--- config.mk ---
export PLATFORM = sky130hd
export DESIGN_NAME = pipeline_ctrl
export DESIGN_NICKNAME = d
export VERILOG_FILES = /design/src/rtl/pipeline_ctrl_pkg.sv /design/src/rtl/pipeline_ctrl_perf_counter.sv /design/src/rtl/pipeline_ctrl.sv
export SDC_FILE = /design/constraint.sdc
export NUM_CORES = 1
export LEC_CHECK = 0
export ABC_CLOCK_PERIOD_IN_PS = 5000
export BUFFER_PORTS_ARGS = -buffer_cell sky130_fd_sc_hd__clkbuf_2
export CAP_MARGIN = 25
export CORE_MARGIN = 3
export CORE_UTILIZATION = 35
export DETAILED_ROUTE_END_ITERATION = 10
export PLACE_DENSITY = 0.64
export SLEW_MARGIN = 20
export SYNTH_ARGS = -nofsm -noshare
export SYNTH_HDL_FRONTEND = slang
export SYNTH_HIERARCHICAL = 1
export SYNTH_SLANG_ARGS = --single-unit
--- constraint.sdc ---
create_clock -name clk -period 5 [get_ports clk]
set_clock_uncertainty 0.15 [all_clocks]
set_input_delay 0.5 -clock clk [delete_from_list [all_inputs] [get_ports clk]]
set_output_delay 0.5 -clock clk [all_outputs]
set_load 0.05 [all_outputs]
--- src/rtl/pipeline_ctrl_pkg.sv ---
// Shared pipeline definitions: ALU opcodes, register bus type, stage
// indices, stall hold vectors and redirect state encoding.
package pipeline_ctrl_pkg;

    typedef enum logic [3:0] {
        ALU_ADD,
        ALU_SUB,
        ALU_AND,
        ALU_OR,
        ALU_XOR,
        ALU_SLL,
        ALU_SRL,
        ALU_SRA,
        ALU_SLT,
        ALU_SLTU
    } alu_op_t;

    typedef logic [31:0] reg_bus_t;

    // Stage bit positions inside the stall hold vector
    localparam int unsigned STG_PC  = 0;
    localparam int unsigned STG_IF  = 1;
    localparam int unsigned STG_ID  = 2;
    localparam int unsigned STG_EX  = 3;
    localparam int unsigned STG_MEM = 4;
    localparam int unsigned STG_WB  = 5;

    // A stalling stage holds itself and every stage upstream of it
    localparam logic [5:0] STALL_NONE = 6'b000000;
    localparam logic [5:0] STALL_IF   = 6'b000011;
    localparam logic [5:0] STALL_ID   = 6'b000111;
    localparam logic [5:0] STALL_EX   = 6'b001111;
    localparam logic [5:0] STALL_MEM  = 6'b011111;

    typedef enum logic {
        REDIR_IDLE,
        REDIR_PEND
    } redir_state_t;

    // Furthest-downstream requester decides the hold vector
    function automatic logic [5:0] stall_encode(
        input logic r_if,
        input logic r_id,
        input logic r_ex,
        input logic r_mem
    );
        if (r_mem)
            return STALL_MEM;
        else if (r_ex)
            return STALL_EX;
        else if (r_id)
            return STALL_ID;
        else if (r_if)
            return STALL_IF;
        else
            return STALL_NONE;
    endfunction

endpackage

--- src/rtl/pipeline_ctrl_perf_counter.sv ---
// Width-parameterised wrapping event counter with enable.
module perf_counter #(
    parameter int unsigned WIDTH = 32
) (
    input  logic             clk,
    input  logic             rst,
    input  logic             en,
    output logic [WIDTH-1:0] count
);

    // Count enabled cycles, wrapping naturally at 2^WIDTH
    always_ff @(posedge clk) begin
        if (rst)
            count <= '0;
        else if (en)
            count <= count + WIDTH'(1);
    end

endmodule

--- src/rtl/pipeline_ctrl.sv ---
// Pipeline hazard controller: stall vector generation, branch/exception
// redirect with deferred branch under ID stall, stall watchdog and
// performance counters.
module pipeline_ctrl
    import pipeline_ctrl_pkg::*;
#(
    parameter int unsigned STALL_LIMIT = 1024,
    parameter int unsigned CNT_W       = 32
) (
    input  logic             clk,
    input  logic             rst,
    input  logic             req_if,
    input  logic             req_id,
    input  logic             req_ex,
    input  logic             req_mem,
    input  logic             br_taken,
    input  logic [31:0]      br_target,
    input  logic             exc_req,
    input  logic [31:0]      exc_vector,
    output logic [5:0]       stall,
    output logic             flush,
    output logic             redirect_valid,
    output logic [31:0]      redirect_pc,
    output logic             stall_timeout,
    output logic [CNT_W-1:0] cycle_cnt,
    output logic [CNT_W-1:0] stall_cnt
);

    localparam int unsigned    RUN_W   = $clog2(STALL_LIMIT + 1);
    localparam logic [RUN_W-1:0] RUN_MAX = RUN_W'(STALL_LIMIT);

    redir_state_t     state_q, state_n;
    logic [31:0]      pend_pc_q, pend_pc_n;
    logic [5:0]       stall_v;
    logic [RUN_W-1:0] run_q, run_n;

    // Stall/flush/redirect decode and redirect next-state; exception wins over all
    always_comb begin
        stall_v        = STALL_NONE;
        flush          = 1'b0;
        redirect_valid = 1'b0;
        redirect_pc    = '0;
        state_n        = state_q;
        pend_pc_n      = pend_pc_q;
        if (!rst) begin
            if (exc_req) begin
                flush          = 1'b1;
                redirect_valid = 1'b1;
                redirect_pc    = exc_vector;
                state_n        = REDIR_IDLE;
            end else begin
                stall_v = stall_encode(req_if, req_id, req_ex, req_mem);
                if (br_taken) begin
                    if (stall_v[STG_ID]) begin
                        state_n   = REDIR_PEND;
                        pend_pc_n = br_target;
                    end else begin
                        redirect_valid = 1'b1;
                        redirect_pc    = br_target;
                        state_n        = REDIR_IDLE;
                    end
                end else if (state_q == REDIR_PEND && !stall_v[STG_ID]) begin
                    redirect_valid = 1'b1;
                    redirect_pc    = pend_pc_q;
                    state_n        = REDIR_IDLE;
                end
            end
        end
    end

    assign stall = stall_v;

    // Redirect state and deferred branch target
    always_ff @(posedge clk) begin
        if (rst) begin
            state_q   <= REDIR_IDLE;
            pend_pc_q <= '0;
        end else begin
            state_q   <= state_n;
            pend_pc_q <= pend_pc_n;
        end
    end

    // Consecutive-stall run length, saturating at the limit
    always_comb begin
        if (stall_v == STALL_NONE)
            run_n = '0;
        else if (run_q == RUN_MAX)
            run_n = run_q;
        else
            run_n = run_q + RUN_W'(1);
    end

    // Watchdog run counter and sticky timeout flag
    always_ff @(posedge clk) begin
        if (rst) begin
            run_q         <= '0;
            stall_timeout <= 1'b0;
        end else begin
            run_q         <= run_n;
            stall_timeout <= stall_timeout | (run_n == RUN_MAX);
        end
    end

    perf_counter #(.WIDTH(CNT_W)) u_cycle_cnt (
        .clk   (clk),
        .rst   (rst),
        .en    (1'b1),
        .count (cycle_cnt)
    );

    perf_counter #(.WIDTH(CNT_W)) u_stall_cnt (
        .clk   (clk),
        .rst   (rst),
        .en    (stall_v[STG_PC]),
        .count (stall_cnt)
    );

endmodule

==> results of run 1 <==
[worst max-delay path: cells and delay by family]
kind / cells / cell delay [ps]
buffers and inverters: 3 / 760
and+or+nand+nor: 3 / 1060
AOI/OAI and AO/OA: 1 / 110
[Yosys cell counts (all sizes together)]
master,count,area share
and3,8,0.0092
xor2,22,0.034
buf,22,0.025
nor2b,23,0.025
nor4,6,0.012
nor3,55,0.048
mux2,22,0.043
and4,7,0.011
xnor2,15,0.023
and2,4,0.0044
a21oi,50,0.044
dfxtp,109,0.38
o21a,2,0.0026
nor4b,1,0.0026
a31oi,1,0.0011
nand4,26,0.033
nand2,83,0.054
or3,9,0.011
nor3b,3,0.0059
o32ai,1,0.0028
clkinv,1,0.00065
nand3,26,0.024
a221oi,32,0.049
ha,4,0.0087
inv,14,0.0092
conb,2,0.0013
clkbuf,33,0.022
nor2,103,0.067
a22oi,1,0.0013
or4,9,0.013
o21ai,14,0.014
or2,2,0.0022
mux2i,3,0.0052
nand4b,1,0.0015
o31ai,7,0.0092
[report_power, final]
| part | internal [mW] | switching [mW] | leakage, nW | total [mW] |
|---|---|---|---|---|
| Combinational | 0.0699 | 0.168 | 1.79 | 0.238 |
| Clock | 0.442 | 0.341 | 0.150 | 0.783 |
| Sequential | 0.883 | 0.0120 | 0.882 | 0.895 |
| Total | 1.39 | 0.521 | 2.82 | 1.92 |
[sequential cells by signal, summed over array words and instances (netlist names)]
| name | flops |
|---|---|
| u_stall_cnt/count | 32 |
| run_q | 11 |
| u_cycle_cnt/count | 32 |
| pend_pc_q | 32 |
| stall_timeout | 1 |
| state_q | 1 |
[path summary, 6_finish.rpt]
kind                              from                         to  slack [ps]  cells past startpoint
max reg2reg        run_q[0]$_SDFF_PP0_   stall_timeout$_SDFF_PP0_        2820                      7
max                             req_id            redirect_pc[21]        1890                      7
min                       br_target[0]  pend_pc_q[0]$_SDFFE_PP0P_         230                      3
min reg2reg  pend_pc_q[6]$_SDFFE_PP0P_  pend_pc_q[6]$_SDFFE_PP0P_         310                      2
[layout make-up]
type | count | area [µm²]
Sequential cell | 109 | 2180
Multi-Input combinational cell | 542 | 3220
Timing Repair Buffer | 182 | 938
Clock inverter | 7 | 98.8
Clock buffer | 9 | 225
Inverter | 15 | 56.3
Tap cell | 216 | 270
Fill cell | 1651 | 8950
[cell families after synthesis]
group	after synthesis
AO/OA/AOI/OAI	108
multiplexers	25
flip-flops	109
adder cells (fa/ha/maj)	4
XOR/XNOR	37
buffers and inverters	70
AND/OR/NAND/NOR	366
other	2
[metal layers]
layer,vias up,part of all wire,GRT usage
met1,2592,0.47,0.224
met4,0,0.018,0.0623
met3,21,0.074,0.0409
met2,196,0.43,0.251
li1,2800,-,-
met5,-,0,0
==> qor_table.md, run 1 <==
| Quantity | This run |
|---|---|
| Result of the run | completed |
| Power per cell area | 274 nW/µm² |
| Cells along the critical path | clkbuf_2 > or3_4 > nor3b_4 > buf_4 > a221oi_1 > nor3_1 > clkbuf_2 |
| Antenna viol nets, final | 0 |
| FF+latch count, synth | 109 |
| Element type at the critical path end | primary output |
| Buffers added on ports | 175 |
| I/O pin count | 177 |
| Combinational family with the most area after synthesis | simple AND/OR/NAND/NOR gates |
| Hold buffers post-CTS | 0 |
| Class of the tightest hold or removal check | input pin to flip-flop |
| ANT cells | 0 |
| Tmin final | 3110 ps |
| Buffers inserted by post-CTS timing repair | 0 |
| Worst-case vdd ir drop | 0.155 mV |
| Worst Setup Path Type | input pin to primary output |
| Slowest stage cell on the critical path | or3_4 |
| Startpoint types | input pin |
| Detailed Route WL | 14900 µm |
| Via count of the first global-routing pass | 5032 |
| Post-route cell area | 7000 µm² |
| Pre-Repair DR Iteration Count | 4 |
| Half-perimeter wire length after detailed placement | 10600 µm |
| Routability congestion estimate from global placement | 0.795 |
| Number of antenna violations at the first check in global routing | 0 |
| Fraction of the cycle the final worst path needs | 0.621 |
| Most frequent cells in the layout | 174 x clkbuf_2, 109 x dfxtp_1, 103 x nor2_1 |
| Synthesized-area fraction occupied by ao, oa, aoi and oai cells | 0.124 |
| CTS Buffer Depth | 2 |
| Pre-CTS setup slack | 1570 ps |
| Layout-stage area growth over the synthesis result | 22.1% |
| Post-Syn Nets | 797 |
| WL per Instance | 13.8 µm |
| Max-Slew Margin vs Limit | 0.341 |
| Horizontal extent of the die | 134 µm |
| Clock latency on the worst-skew pair | 350 ps |
| Setup TNS | 0 ps |
| Final #Nets | 935 |
| Global-route wire length before repair | 24600 µm |
| XOR/XNOR share of the synthesized area | 0.0566 |
| Worst hold margin | 227 ps |
| Adder and majority cell fraction of the synthesized area | 0.00873 |
| Final count of pins violating max slew | 0 |
| Warnings, synthesis | 6 |
| Netlist area before placement | 5730 µm² |
| Non-filler cells, final | 1080 |
| Library cell appearing most often on the critical path | clkbuf_2 |
| Overflow left after global routing | 0 |
| Worst path arrival time | 2460 ps |
| Final Hold Vio Count | 0 |
| Design Power | 1.92 mW |
| Setup repair after global routing missed its margin | false |
| Layout cells sized above 1 | 0.271 |
| Std-Cell Core Area | 15900 µm² |
| Number of H-tree branching levels | 3 |
| Unique masters post-synth | 48 |
| Largest net degree at the start of global routing | 78 |
| Via count | 5609 |
| Worst EP required | 4350 ps |
| Number of setup violations in the final report | 0 |
| Highest clock frequency the design can meet | 322 MHz |
| Starting utilization of the core area | 0.359 |
| Most frequent standard cell in the layout excluding fill and tap cells | clkbuf_2 |
| DP Cell Count | 1064 |
| Worst setup slack after layout | 1890 ps |
| Delay of the slowest cell on the worst path | 420 ps |
| Number of instances in the synthesized netlist | 721 |
| Via/cell ratio | 5.19 |
| DRC violation count after routing | 0 |
| Measured slew at the worst slew-check pin | 988 ps |
| Post-cts sizing count | 0 |
| Floorplan die area | 17900 µm² |
| Synthesized area per cell | 7.95 µm² |
| Buffer type at the clock tree root | clkbuf_16 |
| Lkg Pwr | 2.82 nW |
| Area share of and/or/nand/nor cells after synthesis | 0.324 |
| Height of the die | 134 µm |
| Clk slew on worst S/H paths | 70 ps |
| Final core utilization | 0.439 |
| Floorplan row count | 46 |
| Multiplexer share of the synthesized area | 0.0485 |
| Highest fanout seen on the critical path | 23 |
| Detailed router's first-iteration violation count | 319 |
| CTS tree | yes |
| Max-capacitance violation count | 0 |
| Number of buffers inserted during clock tree synthesis | 9 |
| Part of the Yosys area used for sequential elements | 0.381 |
| Cell area after placement | 6670 µm² |
| GR Util All Layers | 0.164 |
| Clock tree sinks | 109 |
(Power assumes the default switching activity.)
==> run 2, diff against run 1 <==
--- a/config.mk
+++ b/config.mk
@@ -5,7 +5,7 @@
 export SDC_FILE = /design/constraint.sdc
 export NUM_CORES = 1
 export LEC_CHECK = 0
-export ABC_CLOCK_PERIOD_IN_PS = 5000
+export ABC_CLOCK_PERIOD_IN_PS = 3200
 export BUFFER_PORTS_ARGS = -buffer_cell sky130_fd_sc_hd__clkbuf_2
 export CAP_MARGIN = 25
 export CORE_MARGIN = 3
==> constraint.sdc (replaced) <==
create_clock -name clk -period 3.2 [get_ports clk]
set_clock_uncertainty 0.15 [all_clocks]
set_input_delay 0.32 -clock clk [delete_from_list [all_inputs] [get_ports clk]]
set_output_delay 0.32 -clock clk [all_outputs]
set_load 0.05 [all_outputs]
==> run 2 against run 1 <==
  * Die area did not move
  * Largest power group unchanged
  * Sequential power rose by 56%
  * Critical path depth did not move
==> qor_table.md, run 2 (same netlist as run 1, synthesis figures left out) <==
| Quantity | This run | vs previous |
|---|---|---|
| Largest net degree at the start of global routing | 156 | +100% |
| Power per cell area | 417 nW/µm² | +52% |
| ANT cells | 0 | unchanged |
| CTS Buffer Depth | 2 | unchanged |
| Std-Cell Core Area | 15900 µm² | unchanged |
| Pre-CTS setup slack | 540 ps | -1030 ps |
| Horizontal extent of the die | 134 µm | unchanged |
| FF-to-FF Start | run_q[0]$_SDFF_PP0_ |  |
| Worst-case vdd ir drop | 0.238 mV | +53% |
| Number of H-tree branching levels | 3 | unchanged |
| Tmin final | 2490 ps |  |
| Final #Nets | 937 | +0.21% |
| Layout cells sized above 1 | 0.273 | +0.00168 |
| Hold buffers post-CTS | 0 | unchanged |
| Highest clock frequency the design can meet | 401 MHz |  |
| Detailed Route WL | 14800 µm | -0.40% |
| I/O pin count | 177 | unchanged |
| Height of the die | 134 µm | unchanged |
| Global-route wire length before repair | 24400 µm | -0.68% |
| Worst hold stages | 3 | unchanged |
| Buffers inserted by post-CTS timing repair | 0 | unchanged |
| Top Registers | pend_pc_q x32, u_cycle_cnt/count x32, u_stall_cnt/count x32 |  |
| Detailed router's first-iteration violation count | 342 | +7.2% |
| Worst reg2reg path endpoint | stall_timeout$_SDFF_PP0_ |  |
| Max-capacitance violation count | 0 | unchanged |
| Max-Slew Margin vs Limit | 0.540 | +0.198 |
| Most frequent cells in the layout | 174 x clkbuf_2, 109 x dfxtp_1, 103 x nor2_1 |  |
| Design Power | 2.93 mW | +53% |
| Setup repair after global routing missed its margin | false |  |
| Number of buffers inserted during clock tree synthesis | 9 | unchanged |
| DP Cell Count | 1066 | +0.19% |
| Buffer type at the clock tree root | clkbuf_16 |  |
| Startpoint types | input pin |  |
| Overflow left after global routing | 0 | unchanged |
| Destination of the worst hold path | pend_pc_q[9]$_SDFFE_PP0P_ |  |
| WL per Instance | 13.7 µm | -0.59% |
| Starting utilization of the core area | 0.359 | unchanged |
| Floorplan row count | 46 | unchanged |
| Buffers added on ports | 175 | unchanged |
| Class of the tightest hold or removal check | input pin to flip-flop |  |
| Element type at the critical path end | primary output |  |
| Worst path arrival time | 2020 ps | -440 ps |
| Worst min-delay path startpoint | br_target[9] |  |
| Clock tree sinks | 109 | unchanged |
| Via/cell ratio | 5.12 | -1.4% |
| Clock latency on the worst-skew pair | 350 ps | about the same |
| Half-perimeter wire length after detailed placement | 10400 µm | -2.0% |
| Via count of the first global-routing pass | 4999 | -0.66% |
| Final Hold Vio Count | 0 | unchanged |
| Floorplan die area | 17900 µm² | unchanged |
| Worst setup slack after layout | 705 ps | -1190 ps |
| Non-filler cells, final | 1082 | +0.19% |
| CTS tree | yes |  |
| Filler Cell Count | 1658 | +0.42% |
| Worst EP required | 2730 ps | -1620 ps |
| Setup TNS | 0 ps | unchanged |
| Final count of pins violating max slew | 0 | unchanged |
| Fraction of the cycle the final worst path needs | 0.780 |  |
| Worst Setup Path Type | input pin to primary output |  |
| DRC violation count after routing | 0 | unchanged |
| Lkg Pwr | 2.84 nW | +0.52% |
| Routability congestion estimate from global placement | 0.810 | +1.8% |
| Number of setup violations in the final report | 0 | unchanged |
| Layout-stage area growth over the synthesis result | 22.6% |  |
| Antenna viol nets, final | 0 | unchanged |
| Result of the run | completed |  |
| Post-cts sizing count | 0 | unchanged |
| GR Util All Layers | 0.163 | -0.00148 |
| Register-to-register setup slack | 1010 ps | -1810 ps |
| Measured slew at the worst slew-check pin | 690 ps | -298 ps |
| Most frequent standard cell in the layout excluding fill and tap cells | clkbuf_2 |  |
| Cell count of the worst reg-to-reg path | 7 | unchanged |
| Clk slew on worst S/H paths | 70 ps | about the same |
| Number of antenna violations at the first check in global routing | 0 | unchanged |
| Highest fanout seen on the critical path | 23 | unchanged |
| Via count | 5540 | -1.2% |
| Pre-Repair DR Iteration Count | 4 | unchanged |
==> run 2: cell types whose count changed in the layout (fill, tap and decap cells not counted) <==
cell / previous run / this run
buf_12: 0 / 3
clkinv_4: 0 / 1
inv_8: 1 / 2
clkinv_2: 1 / 0
bufinv_16: 2 / 1
buf_8: 1 / 0
==> run 2: stage by stage <==
step | hold slack, ps | utilization | instance area [µm²]
after detailed placement | 298 | 0.421 | 6720
after global routing | 42.3 | 0.441 | 7030
after global placement | 294 | 0.421 | 6720
after CTS | 26.8 | 0.441 | 7030
final | 50.2 | 0.441 | 7030
after floorplan | 280 | - | 5730
==> run 2: worst max path at each step <==
stage,slack [ps],depth (start not counted),start,endpoint
after detailed placement,540,8,rst,u_stall_cnt/count[27]$_SDFFE_PP0P_
after global routing,530,7,req_id,redirect_pc[4]
after global placement,610,8,rst,u_stall_cnt/count[27]$_SDFFE_PP0P_
final,710,7,req_id,redirect_pc[20]
after floorplan,430,5,req_id,redirect_pc[10]
after CTS,710,7,req_id,redirect_pc[20]
==> run 2: where the power goes <==
group / total, mW / switching [mW] / internal [mW] / leakage, nW
sequential: 1.40 / 0.0178 / 1.38 / 0.882
combinational: 0.378 / 0.264 / 0.115 / 1.81
clock: 1.16 / 0.535 / 0.620 / 0.142
==> run 2: final cells by class <==
class	instances	area (µm²)	share of cell area
Inverter	15	56.3	0.00801
Tap cell	216	270	0.0385
Multi-Input combinational cell	542	3220	0.459
Clock buffer	9	225	0.0321
Timing Repair Buffer	184	983	0.140
Clock inverter	7	83.8	0.0119
Sequential cell	109	2180	0.311
==> run 2: metal layers <==
layer,track usage,vias up,share of wire,routed length (µm)
met5,0,-,0,0
met4,0.0446,0,0.011,166
met3,0.0424,10,0.069,1030
met2,0.249,177,0.43,6350
met1,0.227,2540,0.49,7300
li1,-,2813,-,-
==> run 2: worst max-delay path: stages <==
cell      delay, ps
clkbuf_2         90
nor3_1          260
and2_1          380
buf_4           330
a221oi_1        140
nor3_1          180
clkbuf_2        310
==> run 3, diff against run 2 <==
--- a/config.mk
+++ b/config.mk
@@ -5,7 +5,8 @@
 export SDC_FILE = /design/constraint.sdc
 export NUM_CORES = 1
 export LEC_CHECK = 0
-export ABC_CLOCK_PERIOD_IN_PS = 3200
+export ABC_AREA = 1
+export ABC_CLOCK_PERIOD_IN_PS = 2500
 export BUFFER_PORTS_ARGS = -buffer_cell sky130_fd_sc_hd__clkbuf_2
 export CAP_MARGIN = 25
 export CORE_MARGIN = 3
==> constraint.sdc (replaced) <==
create_clock -name clk -period 2.5 [get_ports clk]
set_clock_uncertainty 0.15 [all_clocks]
set_input_delay 0.25 -clock clk [delete_from_list [all_inputs] [get_ports clk]]
set_output_delay 0.25 -clock clk [all_outputs]
set_load 0.05 [all_outputs]
==> run 3 against run 2 <==
  * Cell count rose by 23%
  * Global-route usage rose by 0.83 points
  * Non-clock buffer count increased by 35
  * Critical endpoint is now redirect_pc[4]
  * Largest cell class unchanged
==> qor_table.md, run 3 <==
| Quantity | This run | vs previous |
|---|---|---|
| Clock tree sinks | 109 | unchanged |
| Worst min-delay path startpoint | br_target[8] |  |
| Class of the tightest hold or removal check | input pin to flip-flop |  |
| Startpoint of the most critical setup path | state_q$_SDFFE_PP0P_ |  |
| Highest clock frequency the design can meet | 457 MHz |  |
| Element type at the critical path end | primary output |  |
| Routability congestion estimate from global placement | 0.810 | about the same |
| Worst EP required | 2100 ps | -630 ps |
| Tmin final | 2190 ps |  |
| Top Registers | pend_pc_q x32, u_cycle_cnt/count x32, u_stall_cnt/count x32 |  |
| Synth area leaders | dfxtp_1 36%, nand2_1 11%, nor2_1 10% |  |
| DRC violation count after routing | 0 | unchanged |
| Lkg Pwr | 3.66 nW | +29% |
| Post-route cell area | 8080 µm² | +15% |
| Result of the run | completed |  |
| Cell area after placement | 7490 µm² | +12% |
| Post-cts sizing count | 0 | unchanged |
| Met3 Track Usage GR | 0.0321 | -0.0103 |
| Setup TNS | 0 ps | unchanged |
| Worst Setup Path Type | flip-flop to primary output |  |
| Fraction of the cycle the final worst path needs | 0.875 |  |
| Std-Cell Core Area | 16800 µm² | +5.5% |
| Via count of the first global-routing pass | 5817 | +16% |
| Horizontal extent of the die | 138 µm | +3.1% |
| I/O pin count | 177 | unchanged |
| WL per Instance | 12.5 µm | -8.7% |
| Number of setup violations in the final report | 0 | unchanged |
| Post-Syn Nets | 987 | +24% |
| ANT cells | 0 | unchanged |
| Gate family responsible for the most delay along the worst path | compound AO/OA/AOI/OAI gates |  |
| Synthesized area per cell | 6.71 µm² | -16% |
| Number of buffers inserted during clock tree synthesis | 9 | unchanged |
| Number of instances in the synthesized netlist | 911 | +26% |
| Layout-stage area growth over the synthesis result | 32.2% |  |
| Cells along the critical path | nand2_1 > nor2_2 > buf_4 > a22oi_1 > o21ai_0 > buf_12 |  |
| CTS tree | yes |  |
| GR Util All Layers | 0.171 | +0.00833 |
| Number of antenna violations at the first check in global routing | 0 | unchanged |
| Number of H-tree branching levels | 3 | unchanged |
| Max-Slew Margin vs Limit | 0.498 | -0.0422 |
| Measured slew at the worst slew-check pin | 753 ps | +62.5 ps |
| Highest fanout seen on the critical path | 16 | -30% |
| Via count | 6324 | +14% |
| Leading register cell type out of synthesis | dfxtp_1 |  |
| Buffers added on ports | 175 | unchanged |
| Detailed Route WL | 16700 µm | +13% |
| Share of Yosys cell area claimed by the top area cell type | 0.357 | -0.0236 |
| Unique masters post-synth | 36 | -25% |
| Starting utilization of the core area | 0.363 | +0.00375 |
| Worst-case vdd ir drop | 0.302 mV | +27% |
| CTS Buffer Depth | 2 | unchanged |
| Power per cell area | 472 nW/µm² | +13% |
| GR Util met2 | 0.281 | +0.0313 |
| Clk slew on worst S/H paths | 70 ps | about the same |
| Antenna viol nets, final | 0 | unchanged |
| Delay of the slowest cell on the worst path | 400 ps | +20 ps |
| Worst path arrival time | 1790 ps | -230 ps |
| Busiest grt layer | met2 |  |
| FF-to-FF Start | run_q[1]$_SDFF_PP0_ |  |
| Buffer type at the clock tree root | clkbuf_16 |  |
| Buffers inserted by post-CTS timing repair | 0 | unchanged |
| CP Buf/Inv Count | 2 | -1 |
| Layout cells sized above 1 | 0.262 | -0.0102 |
| Height of the die | 138 µm | +3.1% |
| Final count of pins violating max slew | 0 | unchanged |
| Most frequent standard cell in the layout excluding fill and tap cells | nand2_1 |  |
| Most frequent cells in the layout | 171 x nand2_1, 163 x nor2_1, 158 x clkbuf_2 |  |
| Floorplan die area | 19100 µm² | +6.3% |
| Cell with the most instances after synthesis | nand2_1 |  |
| Post-synth top cells | 171 x nand2_1, 164 x nor2_1, 109 x dfxtp_1, 89 x inv_1, 66 x o21ai_0 |  |
| EDFF count, synth | 0 | unchanged |
| Detailed router's first-iteration violation count | 281 | -18% |
| Floorplan row count | 47 | +2.2% |
| Part of the Yosys area used for sequential elements | 0.357 | -0.0236 |
| Warnings, synthesis | 6 | unchanged |
| Netlist area before placement | 6110 µm² | +6.6% |
| M1 GR Usage | 0.225 | -0.00271 |
| Post-synthesis async set-or-reset flop share | 0 | unchanged |
| Final Hold Vio Count | 0 | unchanged |
| FF+latch count, synth | 109 | unchanged |
| Hold buffers post-CTS | 28 | +28 |
| Slowest stage cell on the critical path | o21ai_0 |  |
| Max-capacitance violation count | 0 | unchanged |
| Global-route wire length before repair | 27900 µm | +15% |
| Pre-Repair DR Iteration Count | 5 | +1 |
| Final #Nets | 1184 | +26% |
| Half-perimeter wire length after detailed placement | 12300 µm | +18% |
| Largest net degree at the start of global routing | 35 | -78% |
| Via/cell ratio | 4.74 | -7.3% |
| Startpoint types | flip-flop |  |
| Setup repair after global routing missed its margin | false |  |
| Clock latency on the worst-skew pair | 350 ps | about the same |
| Overflow left after global routing | 0 | unchanged |
| Largest area contributor in the synthesized netlist | dfxtp_1 |  |
run 3: cell count changes in the layout (fill, tap and decap cells not counted), moves of 23 or more:
cell,change
nand2_1,+88
inv_1,+76
nor2_1,+60
o21ai_0,+53
nor3_1,-52
nand3_1,+37
a221oi_1,-32
a22oi_1,+31
dlygate4sd3_1,+28
nor2_2,+27
nand2_2,+25
nor2b_1,-23
run 3: worst paths after layout:
kind	endpoint	slack, ps	cells after the start
setup reg to reg	stall_timeout$_SDFF_PP0_	770	11
hold / removal	pend_pc_q[8]$_SDFFE_PP0P_	30	3
hold reg to reg	stall_timeout$_SDFF_PP0_	310	2
setup / recovery	redirect_pc[4]	310	6
run 3: routing by layer:
| layer | vias up | wire length, µm | share of wire |
|---|---|---|---|
| met2 | 180 | 7500 | 0.45 |
| met3 | 20 | 961 | 0.058 |
| met5 | - | 0 | 0 |
| met4 | 0 | 340 | 0.020 |
| met1 | 2786 | 7900 | 0.47 |
| li1 | 3338 | - | - |
run 3: area by class of cell:
class                   count  area (µm²)
inverters                  96         365
fillers                  1720        8740
clock inverters             3        43.8
well taps                 220         275
repair buffers            219        1560
multi-input cells         673        3390
clock buffers              13         260
flip-flops and latches    109        2180
run 3: worst min-delay path: stages:
cell and delay (ps):
clkbuf_2 110, nor2_1 50, nor2_1 80
run 3: kinds of logic (layout without fill, tap and decap cells):
logic type / after synthesis / after routing / share of synthesized area
compound gates: 162 / 162 / 0.151
xor+xnor: 8 / 8 / 0.0115
fa+ha+maj: 4 / 4 / 0.00819
buf+inv: 129 / 331 / 0.0879
flops: 109 / 109 / 0.357
other cells: 2 / 2 / 0.00123
simple gates: 497 / 497 / 0.383
run 3: report_power, final:
group | switching (mW) | internal (mW) | leakage (nW)
logic | 0.321 | 0.196 | 2.63
clock network | 0.655 | 0.834 | 0.150
registers | 0.0275 | 1.78 | 0.885
total | 1.00 | 2.81 | 3.66
run 3: metrics by stage:
step,instances,setup WS (ps),utilization,total power [mW],hold WS (ps)
after detailed placement,1289,395,0.445,2.33,302
after floorplan,911,102,-,2.13,162
final,1333,312,0.480,3.81,29.1
after CTS,1333,262,0.480,3.86,7.59
after global routing,1333,161,0.480,3.98,24.0
after global placement,1289,415,0.445,2.32,297
